## config.mk

```make
export PLATFORM = sky130hd
export DESIGN_NAME = timer_event_capture
export DESIGN_NICKNAME = d
export VERILOG_FILES = /design/src/rtl/timer_event_capture.sv
export SDC_FILE = /design/constraint.sdc
export NUM_CORES = 1
export LEC_CHECK = 0
export CORE_ASPECT_RATIO = 2
export CORE_MARGIN = 2
export CORE_UTILIZATION = 51
export CTS_BUF_LIST = sky130_fd_sc_hd__clkbuf_4 sky130_fd_sc_hd__clkbuf_8 sky130_fd_sc_hd__clkbuf_16
export DETAILED_ROUTE_END_ITERATION = 12
export GPL_TIMING_DRIVEN = 0
export PLACE_DENSITY = 0.7
export SETUP_SLACK_MARGIN = 0.05
export SLEW_MARGIN = 30
export SYNTH_ARGS = -nofsm -noshare
export SYNTH_HDL_FRONTEND = slang
export SYNTH_SLANG_ARGS = --single-unit
```

## constraint.sdc

```tcl
create_clock -name clk -period 11.15 [get_ports clk]
set_input_delay 1.115 -clock clk [delete_from_list [all_inputs] [get_ports clk]]
set_output_delay 1.115 -clock clk [all_outputs]
set_load 0.01 [all_outputs]
```

## src/rtl/timer_event_capture.sv

```systemverilog
// timer_event_capture: logs timer flag edges as records in a first-word-fall-through FIFO with an irq.
// Timestamp counter and stamp capture are present only when TIMER_EVT_TIMESTAMP_EN is defined.
module timer_event_capture #(
    parameter int TIMER_WIDTH = 32,
    parameter int FIFO_DEPTH  = 8,
    parameter int TS_WIDTH    = 16,
    parameter int IRQ_THRESH  = 4
) (
    input  logic                          clk,
    input  logic                          rst,
    input  logic [TIMER_WIDTH-1:0]        timer_value,
    input  logic                          timer_overflow,
    input  logic                          timer_match,
    input  logic                          timer_active,
    input  logic                          irq_en,
    input  logic                          evt_ready,
    output logic                          evt_valid,
    output logic [1:0]                    evt_type,
    output logic [TIMER_WIDTH-1:0]        evt_value,
    output logic [TS_WIDTH-1:0]           evt_stamp,
    output logic [$clog2(FIFO_DEPTH):0]   fifo_count,
    output logic [7:0]                    lost_count,
    output logic                          irq
);
    localparam int AW = $clog2(FIFO_DEPTH);
    localparam int CW = AW + 1;

    logic                   prev_active_q, prev_match_q, prev_overflow_q;
    logic [3:0]             pend_q, pend_d, evt_det, cap_en, push_sel;
    logic [TIMER_WIDTH-1:0] cap_val_q [4];
    logic [TIMER_WIDTH-1:0] cap_val_d [4];
    logic [TIMER_WIDTH-1:0] mem_val_q [FIFO_DEPTH];
    logic [TIMER_WIDTH-1:0] mem_val_d [FIFO_DEPTH];
    logic [1:0]             mem_type_q [FIFO_DEPTH];
    logic [1:0]             mem_type_d [FIFO_DEPTH];
    logic [AW-1:0]          wr_ptr_q, wr_ptr_d, rd_ptr_q, rd_ptr_d;
    logic [CW-1:0]          count_q, count_d;
    logic [7:0]             lost_q, lost_d;
    logic                   irq_q, irq_d;
    logic                   push, pop;
    logic [1:0]             push_type;

    assign evt_valid  = count_q != '0;
    assign evt_type   = evt_valid ? mem_type_q[rd_ptr_q] : 2'd0;
    assign evt_value  = evt_valid ? mem_val_q[rd_ptr_q] : '0;
    assign fifo_count = count_q;
    assign lost_count = lost_q;
    assign irq        = irq_q;

    always_comb begin
        pop       = evt_valid & evt_ready;
        push_type = pend_q[3] ? 2'd3 : pend_q[2] ? 2'd2 : pend_q[1] ? 2'd1 : 2'd0;
        push      = (|pend_q) & ((count_q != CW'(FIFO_DEPTH)) | pop);
        push_sel  = push ? 4'b0001 << push_type : 4'b0000;
        evt_det   = {timer_overflow & ~prev_overflow_q, timer_match & ~prev_match_q,
                     ~timer_active & prev_active_q, timer_active & ~prev_active_q};
        // A type being pushed this cycle frees its slot, so a same-cycle edge refills it
        cap_en    = evt_det & (~pend_q | push_sel);
        pend_d    = (pend_q & ~push_sel) | cap_en;
        lost_d    = lost_q;
        cap_val_d = cap_val_q;
        for (int t = 0; t < 4; t++) begin
            if (evt_det[t] && !cap_en[t] && lost_d != 8'hff)
                lost_d = lost_d + 8'd1;
            if (cap_en[t])
                cap_val_d[t] = timer_value;
        end
        mem_val_d  = mem_val_q;
        mem_type_d = mem_type_q;
        if (push) begin
            mem_val_d[wr_ptr_q]  = cap_val_q[push_type];
            mem_type_d[wr_ptr_q] = push_type;
        end
        wr_ptr_d = wr_ptr_q + AW'(push);
        rd_ptr_d = rd_ptr_q + AW'(pop);
        count_d  = count_q + CW'(push) - CW'(pop);
        irq_d    = irq_en & (count_d >= CW'(IRQ_THRESH));
    end

    always_ff @(posedge clk) begin
        if (!rst) begin
            prev_active_q   <= 1'b0;
            prev_match_q    <= 1'b0;
            prev_overflow_q <= 1'b0;
            pend_q          <= '0;
            wr_ptr_q        <= '0;
            rd_ptr_q        <= '0;
            count_q         <= '0;
            lost_q          <= '0;
            irq_q           <= 1'b0;
        end else begin
            prev_active_q   <= timer_active;
            prev_match_q    <= timer_match;
            prev_overflow_q <= timer_overflow;
            pend_q          <= pend_d;
            wr_ptr_q        <= wr_ptr_d;
            rd_ptr_q        <= rd_ptr_d;
            count_q         <= count_d;
            lost_q          <= lost_d;
            irq_q           <= irq_d;
        end
    end

    always_ff @(posedge clk) begin
        cap_val_q  <= cap_val_d;
        mem_val_q  <= mem_val_d;
        mem_type_q <= mem_type_d;
    end

`ifdef TIMER_EVT_TIMESTAMP_EN
    logic [TS_WIDTH-1:0] ts_q, ts_d;
    logic [TS_WIDTH-1:0] cap_ts_q [4];
    logic [TS_WIDTH-1:0] cap_ts_d [4];
    logic [TS_WIDTH-1:0] mem_ts_q [FIFO_DEPTH];
    logic [TS_WIDTH-1:0] mem_ts_d [FIFO_DEPTH];

    assign evt_stamp = evt_valid ? mem_ts_q[rd_ptr_q] : '0;

    always_comb begin
        ts_d     = ts_q + TS_WIDTH'(1);
        cap_ts_d = cap_ts_q;
        mem_ts_d = mem_ts_q;
        for (int t = 0; t < 4; t++)
            if (cap_en[t])
                cap_ts_d[t] = ts_q;
        if (push)
            mem_ts_d[wr_ptr_q] = cap_ts_q[push_type];
    end

    always_ff @(posedge clk) begin
        ts_q     <= !rst ? '0 : ts_d;
        cap_ts_q <= cap_ts_d;
        mem_ts_q <= mem_ts_d;
    end
`else
    assign evt_stamp = '0;
`endif
endmodule

```

==> summary.md, run 1 <==
| Metric | Value |
|---|---|
| R2R Path End | `lost_count[2]$_SDFF_PN0_` |
| Sw Share | `0.270` |
| Worst-margin pin slew | `approximately 1000 ps` |
| RSZ-0062 raised after global routing | `false` |
| CP Cell Sequence | `clkdlybuf4s50_1 > and2b_1 > o21ai_2 > nor2_2 > xnor2_1 > inv_1 > ha_1 > inv_1 > o41ai_4 > xnor2_1 > inv_1 > ha_1 > xor2_1 > nand3_1 > or4b_1 > a31oi_2 > a31oi_4 > o21ai_2 > mux2_4` |
| # resized after CTS | `0` |
| VDD IR-drop max | `0.136 mV` |
| Post-route DRC | `0` |
| Post-DRT Antenna Nets | `0` |
| CP max-delay cell | `o41ai_4` |
| LEAKAGE | `between 6 and 7 nW` |
| Layout fillers | `2574` |
| CP required | `11550 ps` |
| Cell-internal power | `around 3.2 mW` |
| CP bufs+invs | `4` |
| Hold-fix buffers, CTS | `0` |
| Grt ovf | `0` |
| Setup Buffers After CTS | `0` |
| Diodes inserted | `0` |
| Startpoint Class | `primary input` |
| Post-synthesis cell count | `1062` |
| Starting Density | `0.517` |
| Cell mode on critical path | `inv_1` |
| CP endpoint | `lost_count[2]$_SDFF_PN0_` |
| Hpwl dp | `28.6 mm` |
| Flops & latches, synth | `426` |
| Clk sink count | `426` |
| Initial drt markers | `608` |
| Routed vias | `9756` |
| Clk network pwr share | `0.295` |
| Asr flop ratio synth | `0` |
| Power Total | `4.39 mW` |
| Synth area leaders | `edfxtp_1 68%, mux4_2 8.6%, mux2i_1 4.0%` |
| Largest area contributor in the netlist | `edfxtp_1` |
| Final hold viol count | `0` |
| Prevailing post-synth register cell | `edfxtp_1` |
| Max-slew violations | `0` |
| Syn-to-layout area delta | `18.4%` |
| HP Class | `register to register` |
| CTS tree | `yes` |
| Crit path kind | `primary input to register` |
| Post-Syn Area | `0.0178 mm2` |
| Final worst-path cycle share | `0.520` |
| Arrival time at the worst endpoint | `6200 ps` |
| Full die area | `0.0364 mm2` |
| First-pass GRT wire length | `59.4 mm` |
| Via count of the first global-routing pass | `10422` |
| R2R Setup Slk | `5470 ps` |
| Via-per-instance ratio | `5.66` |
| Final Util | `0.612` |
| Number of synthesized flops with an enable pin | `400` |
| Layout cell share with drive strength beyond 1 | `0.207` |
| Seq pwr share | `0.453` |
| Worst-path clk slew | `60 ps` |
| Max-cap viol count | `0` |
| Wirelength per Cell | `22.8 um` |
| Post-Route WL | `approximately 39 mm` |
| Logic pwr share | `0.252` |
| Outcome | `finished clean` |
| CP Depth | `19` |
| Synth cell types | `80` |
| Setup TNS | `0 ps` |
| Switch Pwr | `approximately 1.2 mW` |
| Yosys warnings | `0` |
| Antenna violations before repair | `0` |
| CTS H-tree lvls | `2` |
| Clk root buf | `clkbuf_16` |
| Hold_ws | `628 ps` |
| Die width | `136 um` |
| Final-report setup violation count | `0` |
| TritonCTS buffer count | `36` |
| Reg2reg start | `lost_count[1]$_SDFF_PN0_` |
| Core ar. | `around 0.034 mm2` |
| CP delay by family, top | `compound AO/OA/AOI/OAI gates` |
| Max Fanout on Critical Path | `9` |
| Pin count of the biggest net entering global routing | `23` |
| R2r worst-path depth | `20` |
| Cell Rows | `96` |
| Register area share after synthesis | `0.705` |
| Top Ports | `103` |
| Worst clock skew | `roughly 22 ps` |
| Worst path max stage delay | `650 ps` |
| Net count, final | `1307` |
| Die height | `between 200 and 300 um` |
| Number of port buffers | `86` |
| Area share of the largest cell type after synthesis | `0.676` |
| CP startpoint | `timer_active` |
| GRT Total Usage | `0.220` |
| Headroom to the max-slew limit | `0.339` |
| Final min period | `between 5000 and 6000 ps` |
| Final Wtd Congestion | `~0.90` |
| TritonRoute pass-1 iters | `5` |
| Pwr Density | `between 200 and 250 mW/mm2` |
| Clk_lat worst skew | `530 ps` |
| Max Fclk | `172 MHz` |
| Max clock buf depth | `3` |
| Avg Cell Area, Syn | `between 15 and 20 um2` |
| Critical Path Sink Type | `register` |
==> cell families after synthesis <==
logic type,synth area share
AND/OR/NAND/NOR,0.0680
buffers and inverters,0.0231
XOR/XNOR,0.0127
AO/OA/AOI/OAI,0.0511
flip-flops,0.705
adder cells (fa/ha/maj),0.0103
other,0.000211
multiplexers,0.129
==> through the flow <==
step | setup slack [ps] | cell area [um2] | instances
2_1_floorplan | 5010 | 17800 | 1077
3_5_place_dp | 4820 | 19800 | 1657
6_report | 5350 | 21000 | 1723
3_3_place_gp | 545 | 19200 | 1604
5_1_grt | 5010 | 21000 | 1723
4_1_cts | 5320 | 21000 | 1723
==> placed cells by master, fill, tap and decap left out, drive strengths merged, types with 9 or more instances in the layout <==
cell and instances:
ha 13, dfxtp 26, o21ai 41, mux4 68, or2 9, clkdlybuf4s50 86
conb 16, nor3 15, nor2 97, a21oi 44, clkinv 13, nor4 10
edfxtp 400, buf 87, inv 16, nand3 9, nand2 47, xnor2 15
clkbuf 82, and2 16, mux2i 71
==> worst min-delay path, cell delays in order, from the launching register on <==
cell     delay (ps)
dfxtp_1         310
buf_6           130
nand2_1          80
a21oi_1          60
==> worst min path at each step <==
stage | startpoint | endpoint | slack [ps] | cells after the start
6_report | pend_q[3]$_SDFF_PN0_ | pend_q[3]$_SDFF_PN0_ | 630 | 3
3_5_place_dp | rd_ptr_q[1]$_SDFF_PN0_ | rd_ptr_q[1]$_SDFF_PN0_ | 600 | 2
5_1_grt | pend_q[3]$_SDFF_PN0_ | pend_q[3]$_SDFF_PN0_ | 670 | 3
2_1_floorplan | prev_overflow_q$_SDFF_PN0_ | pend_q[3]$_SDFF_PN0_ | 510 | 2
4_1_cts | pend_q[3]$_SDFF_PN0_ | pend_q[3]$_SDFF_PN0_ | 630 | 3
3_3_place_gp | rd_ptr_q[0]$_SDFF_PN0_ | rd_ptr_q[0]$_SDFF_PN0_ | 590 | 2
==> flip-flops by register name (all words and copies together), names as in the netlist, 3 cells and up <==
name        cells
cap_val_q     128
fifo_count      4
lost_count      8
mem_type_q     16
mem_val_q     256
pend_q          4
rd_ptr_q        3
wr_ptr_q        3
==> power groups by stage <==
| stage | combinational, mW | sequential [mW] | clock (mW) |
|---|---|---|---|
| 2_1_floorplan | 0.631 | 2.02 | 0 |
| 6_report | 1.11 | 1.99 | 1.29 |
| 5_1_grt | 1.20 | 2.00 | 1.36 |
| 4_1_cts | 1.13 | 1.99 | 1.31 |
| 3_3_place_gp | 1.06 | 2.03 | 0 |
| 3_5_place_dp | 1.13 | 2.02 | 0 |
==> synth_stat cells (8+ instances only) <==
master    number
clkbuf_1      37
dfxtp_1       26
xnor2_1       13
nor3_1        13
buf_1         10
edfxtp_1     400
mux4_2        68
nand2b_1       8
nor2_1        95
mux2i_1       71
nand2_1       46
o21ai_0       38
nor4_1         9
ha_1          13
inv_1         13
buf_4         17
and2_1        15
a21oi_1       44
nand3_1        8
==> per-layer routing <==
metal  vias to the layer above  GRT usage  share of wire
met4                         0     0.0819          0.032
met5                         -          0              0
met3                        81     0.0251          0.035
met2                       253      0.437           0.58
met1                      4933      0.233           0.35
li1                       4489          -              -
==> final cells by class <==
| type | instances | area, um2 | area share |
|---|---|---|---|
| buffer | 71 | 365 | 0.0174 |
| clock buffer | 45 | 998 | 0.0475 |
| clock inverter | 21 | 225 | 0.0107 |
| inverter | 14 | 52.6 | 0.00250 |
| multi-input combinational | 566 | 4950 | 0.235 |
| sequential | 426 | 12500 | 0.596 |
| tap | 441 | 552 | 0.0262 |
| timing repair buffer | 139 | 1360 | 0.0647 |
(Power assumes the default switching activity.)
==> run 2, diff against run 1 <==
Clock period 11.15 ns to 5.75 ns, I/O delays scaled along.
==> run 2 against run 1 <==
Register-to-register slack worse by 5100 ps. Utilization down 0.17 points. Wire length down 2.4%. Clock skew down 4.7 ps. Global-route usage down 0.29 points. Combinational power up 93%. Clock power up 88%. Hold slack worse by 15 ps. Power up 92%. Count of clock-buffer cells in the layout down 2. Largest power group unchanged.
==> summary.md, run 2 (synthesized netlist as in run 1, its figures left out) <==
| Metric | Value |
|---|---|
| Worst-path clk slew | `70 ps (was 60 ps)` |
| Worst-margin pin slew | `953 ps (was 981 ps)` |
| Hpwl dp | `27.6 mm (was 28.6 mm)` |
| Full die area | `0.0364 mm2 (unchanged)` |
| Layout fillers | `2563 (was 2574)` |
| Starting Density | `0.517 (unchanged)` |
| Routed vias | `9810 (was 9756)` |
| Power Total | `8.42 mW (was 4.39 mW)` |
| CP required | `6140 ps (was 11550 ps)` |
| CTS tree | `yes (unchanged)` |
| Die height | `268 um (unchanged)` |
| Cell Rows | `96 (unchanged)` |
| Placed inst area | `0.0198 mm2 (about the same)` |
| Logic pwr share | `0.255 (was 0.252)` |
| Final Util | `0.611 (was 0.612)` |
| LEAKAGE | `6.82 nW (was 6.91 nW)` |
| Number of port buffers | `86 (unchanged)` |
| Layout cell share with drive strength beyond 1 | `0.197 (was 0.207)` |
| Highest routed metal layer | `met4 (unchanged)` |
| Max-slew violations | `0 (unchanged)` |
| Post-Route WL | `38.3 mm (was 39.3 mm)` |
| CP delay by family, top | `compound AO/OA/AOI/OAI gates (unchanged)` |
| Seq pwr share | `0.458 (was 0.453)` |
| Via count of the first global-routing pass | `10300 (was 10422)` |
| Worst clock skew | `16.9 ps (was 21.6 ps)` |
| Final hold viol count | `0 (unchanged)` |
| Fin area | `0.0210 mm2 (about the same)` |
| Antenna violations before repair | `0 (unchanged)` |
| Net count, final | `1301 (was 1307)` |
| Max Fclk | `187 MHz` |
| Grt ovf | `0 (unchanged)` |
| Startpoint Class | `register (was primary input)` |
| Clk_lat worst skew | `520 ps (was 530 ps)` |
| Met3 routed wirelength | `1.63 mm (was 1.39 mm)` |
| CP Cell Sequence | `ha_1 > buf_2 > nand4_1 > o21ai_2 > nor2_2 > xnor2_1 > inv_1 > ha_1 > inv_1 > o41ai_4 > mux2_2 > ha_1 > xor2_1 > nand3_1 > or4b_1 > a31oi_2 > a31oi_4 > o21ai_2 > mux2_4 (was clkdlybuf4s50_1 > and2b_1 > o21ai_2 > nor2_2 > xnor2_1 > inv_1 > ha_1 > inv_1 > o41ai_4 > xnor2_1 > inv_1 > ha_1 > xor2_1 > nand3_1 > or4b_1 > a31oi_2 > a31oi_4 > o21ai_2 > mux2_4)` |
| Pwr Density | `401 mW/mm2 (was 209 mW/mm2)` |
| First-pass GRT wire length | `58.7 mm (was 59.4 mm)` |
| RSZ-0062 raised after global routing | `false (unchanged)` |
| Met2 routed WL | `21.8 mm (was 22.9 mm)` |
| Regs by FF count | `mem_val_q (256), cap_val_q (128), mem_type_q (16) (unchanged)` |
| CP max-delay cell | `or4b_1 (was o41ai_4)` |
| Clk sink count | `426 (unchanged)` |
| Final min period | `5360 ps` |
| Biggest register | `mem_val_q (unchanged)` |
| TritonRoute pass-1 iters | `8 (was 5)` |
| Wirelength per Cell | `22.4 um (was 22.8 um)` |
| Via-per-instance ratio | `5.73 (was 5.66)` |
| Pin count of the biggest net entering global routing | `23 (unchanged)` |
| Critical Path Sink Type | `register (unchanged)` |
| Arrival time at the worst endpoint | `5750 ps (was 6200 ps)` |
| Syn-to-layout area delta | `18.1% (was 18.4%)` |
| Commonest cells after routing, fill and taps aside | `400 x edfxtp_1, 94 x nor2_1, 86 x clkdlybuf4s50_1 (unchanged)` |
| Core ar. | `0.0344 mm2 (unchanged)` |
| Max clock buf depth | `3 (unchanged)` |
| VDD IR-drop max | `0.263 mV (was 0.136 mV)` |
| Hold-fix buffers, CTS | `0 (unchanged)` |
| HP Class | `primary input to register (was register to register)` |
| TritonCTS buffer count | `35 (was 36)` |
| Top Ports | `103 (unchanged)` |
| Final Wtd Congestion | `0.948 (was 0.895)` |
| Final-report setup violation count | `0 (unchanged)` |
| Clk root buf | `clkbuf_16 (unchanged)` |
| Outcome | `finished clean (unchanged)` |
| GRT Total Usage | `0.218 (was 0.220)` |
| Final worst-path cycle share | `0.932` |
| Metal1 wirelength | `13.2 mm (was 13.7 mm)` |
| Post-DRT Antenna Nets | `0 (unchanged)` |
| Die width | `136 um (unchanged)` |
| CP bufs+invs | `3 (was 4)` |
| Worst path max stage delay | `540 ps (was 650 ps)` |
| Sw Share | `0.267 (was 0.270)` |
| Crit path kind | `register to register (was primary input to register)` |
| Headroom to the max-slew limit | `0.365 (was 0.339)` |
| Diodes inserted | `0 (unchanged)` |
| Max-cap viol count | `0 (unchanged)` |
| Max Fanout on Critical Path | `10 (was 9)` |
| Cell mode on critical path | `ha_1 (was inv_1)` |
| Cell-internal power | `6.17 mW (was 3.20 mW)` |
| Largest register FFs | `256 (unchanged)` |
| Post-route DRC | `0 (unchanged)` |
| Switch Pwr | `2.25 mW (was 1.18 mW)` |
| Initial drt markers | `646 (was 608)` |
| CTS H-tree lvls | `2 (unchanged)` |
| Clk network pwr share | `0.288 (was 0.295)` |
| Commonest non-fill, non-tap cell in the layout | `edfxtp_1 (unchanged)` |
run 2: stage by stage:
| stage | hold WS (ps) | TNS (ps) | std cells | worst slack, ps |
|---|---|---|---|---|
| 6_report | 614 | 0 | 1712 | 388 |
| 5_1_grt | 617 | 0 | 1712 | 124 |
| 4_1_cts | 602 | 0 | 1709 | 113 |
| 3_5_place_dp | 612 | -23.6 | 1649 | -23.6 |
| 3_3_place_gp | 568 | -438710 | 1604 | -3710 |
| 2_1_floorplan | 507 | 0 | 1077 | 330 |
run 2: final cells by class:
class	instances	area, um2	area share
timing repair buffer	134	1340	0.0636
inverter	14	52.6	0.00250
tap	441	552	0.0263
clock inverter	17	193	0.00918
sequential	426	12500	0.597
buffer	71	363	0.0173
clock buffer	43	971	0.0463
multi-input combinational	566	4980	0.237
run 2: power groups by stage:
| stage | Combinational, mW | Sequential [mW] | Clock (mW) |
|---|---|---|---|
| floorplan | 1.23 | 3.91 | 0 |
| global placement | 2.05 | 3.94 | 0 |
| detailed placement | 2.18 | 3.92 | 0 |
| CTS | 2.19 | 3.86 | 2.45 |
| global route | 2.33 | 3.88 | 2.55 |
| finish | 2.14 | 3.85 | 2.42 |
run 2: worst paths after layout:
kind,start,to,slack [ps],depth (start not counted)
min reg2reg,rd_ptr_q[1]$_SDFF_PN0_,rd_ptr_q[1]$_SDFF_PN0_,620,2
min,irq_en,irq$_SDFF_PN0_,610,2
max reg2reg,lost_count[1]$_SDFF_PN0_,lost_count[2]$_SDFF_PN0_,390,19
max,lost_count[1]$_SDFF_PN0_,lost_count[2]$_SDFF_PN0_,390,19
run 2: what timing repair did:
action                     in CTS  in global routing
setup endpoints to repair       0                  8
gates resized for setup         0                  2
buffers inserted                0                  3
run 2: routing by layer:
metal / vias to the layer above / global-route usage
met3: 91 / 0.0257
met1: 4963 / 0.236
met4: 0 / 0.0963
met2: 285 / 0.417
met5: - / 0
li1: 4471 / -
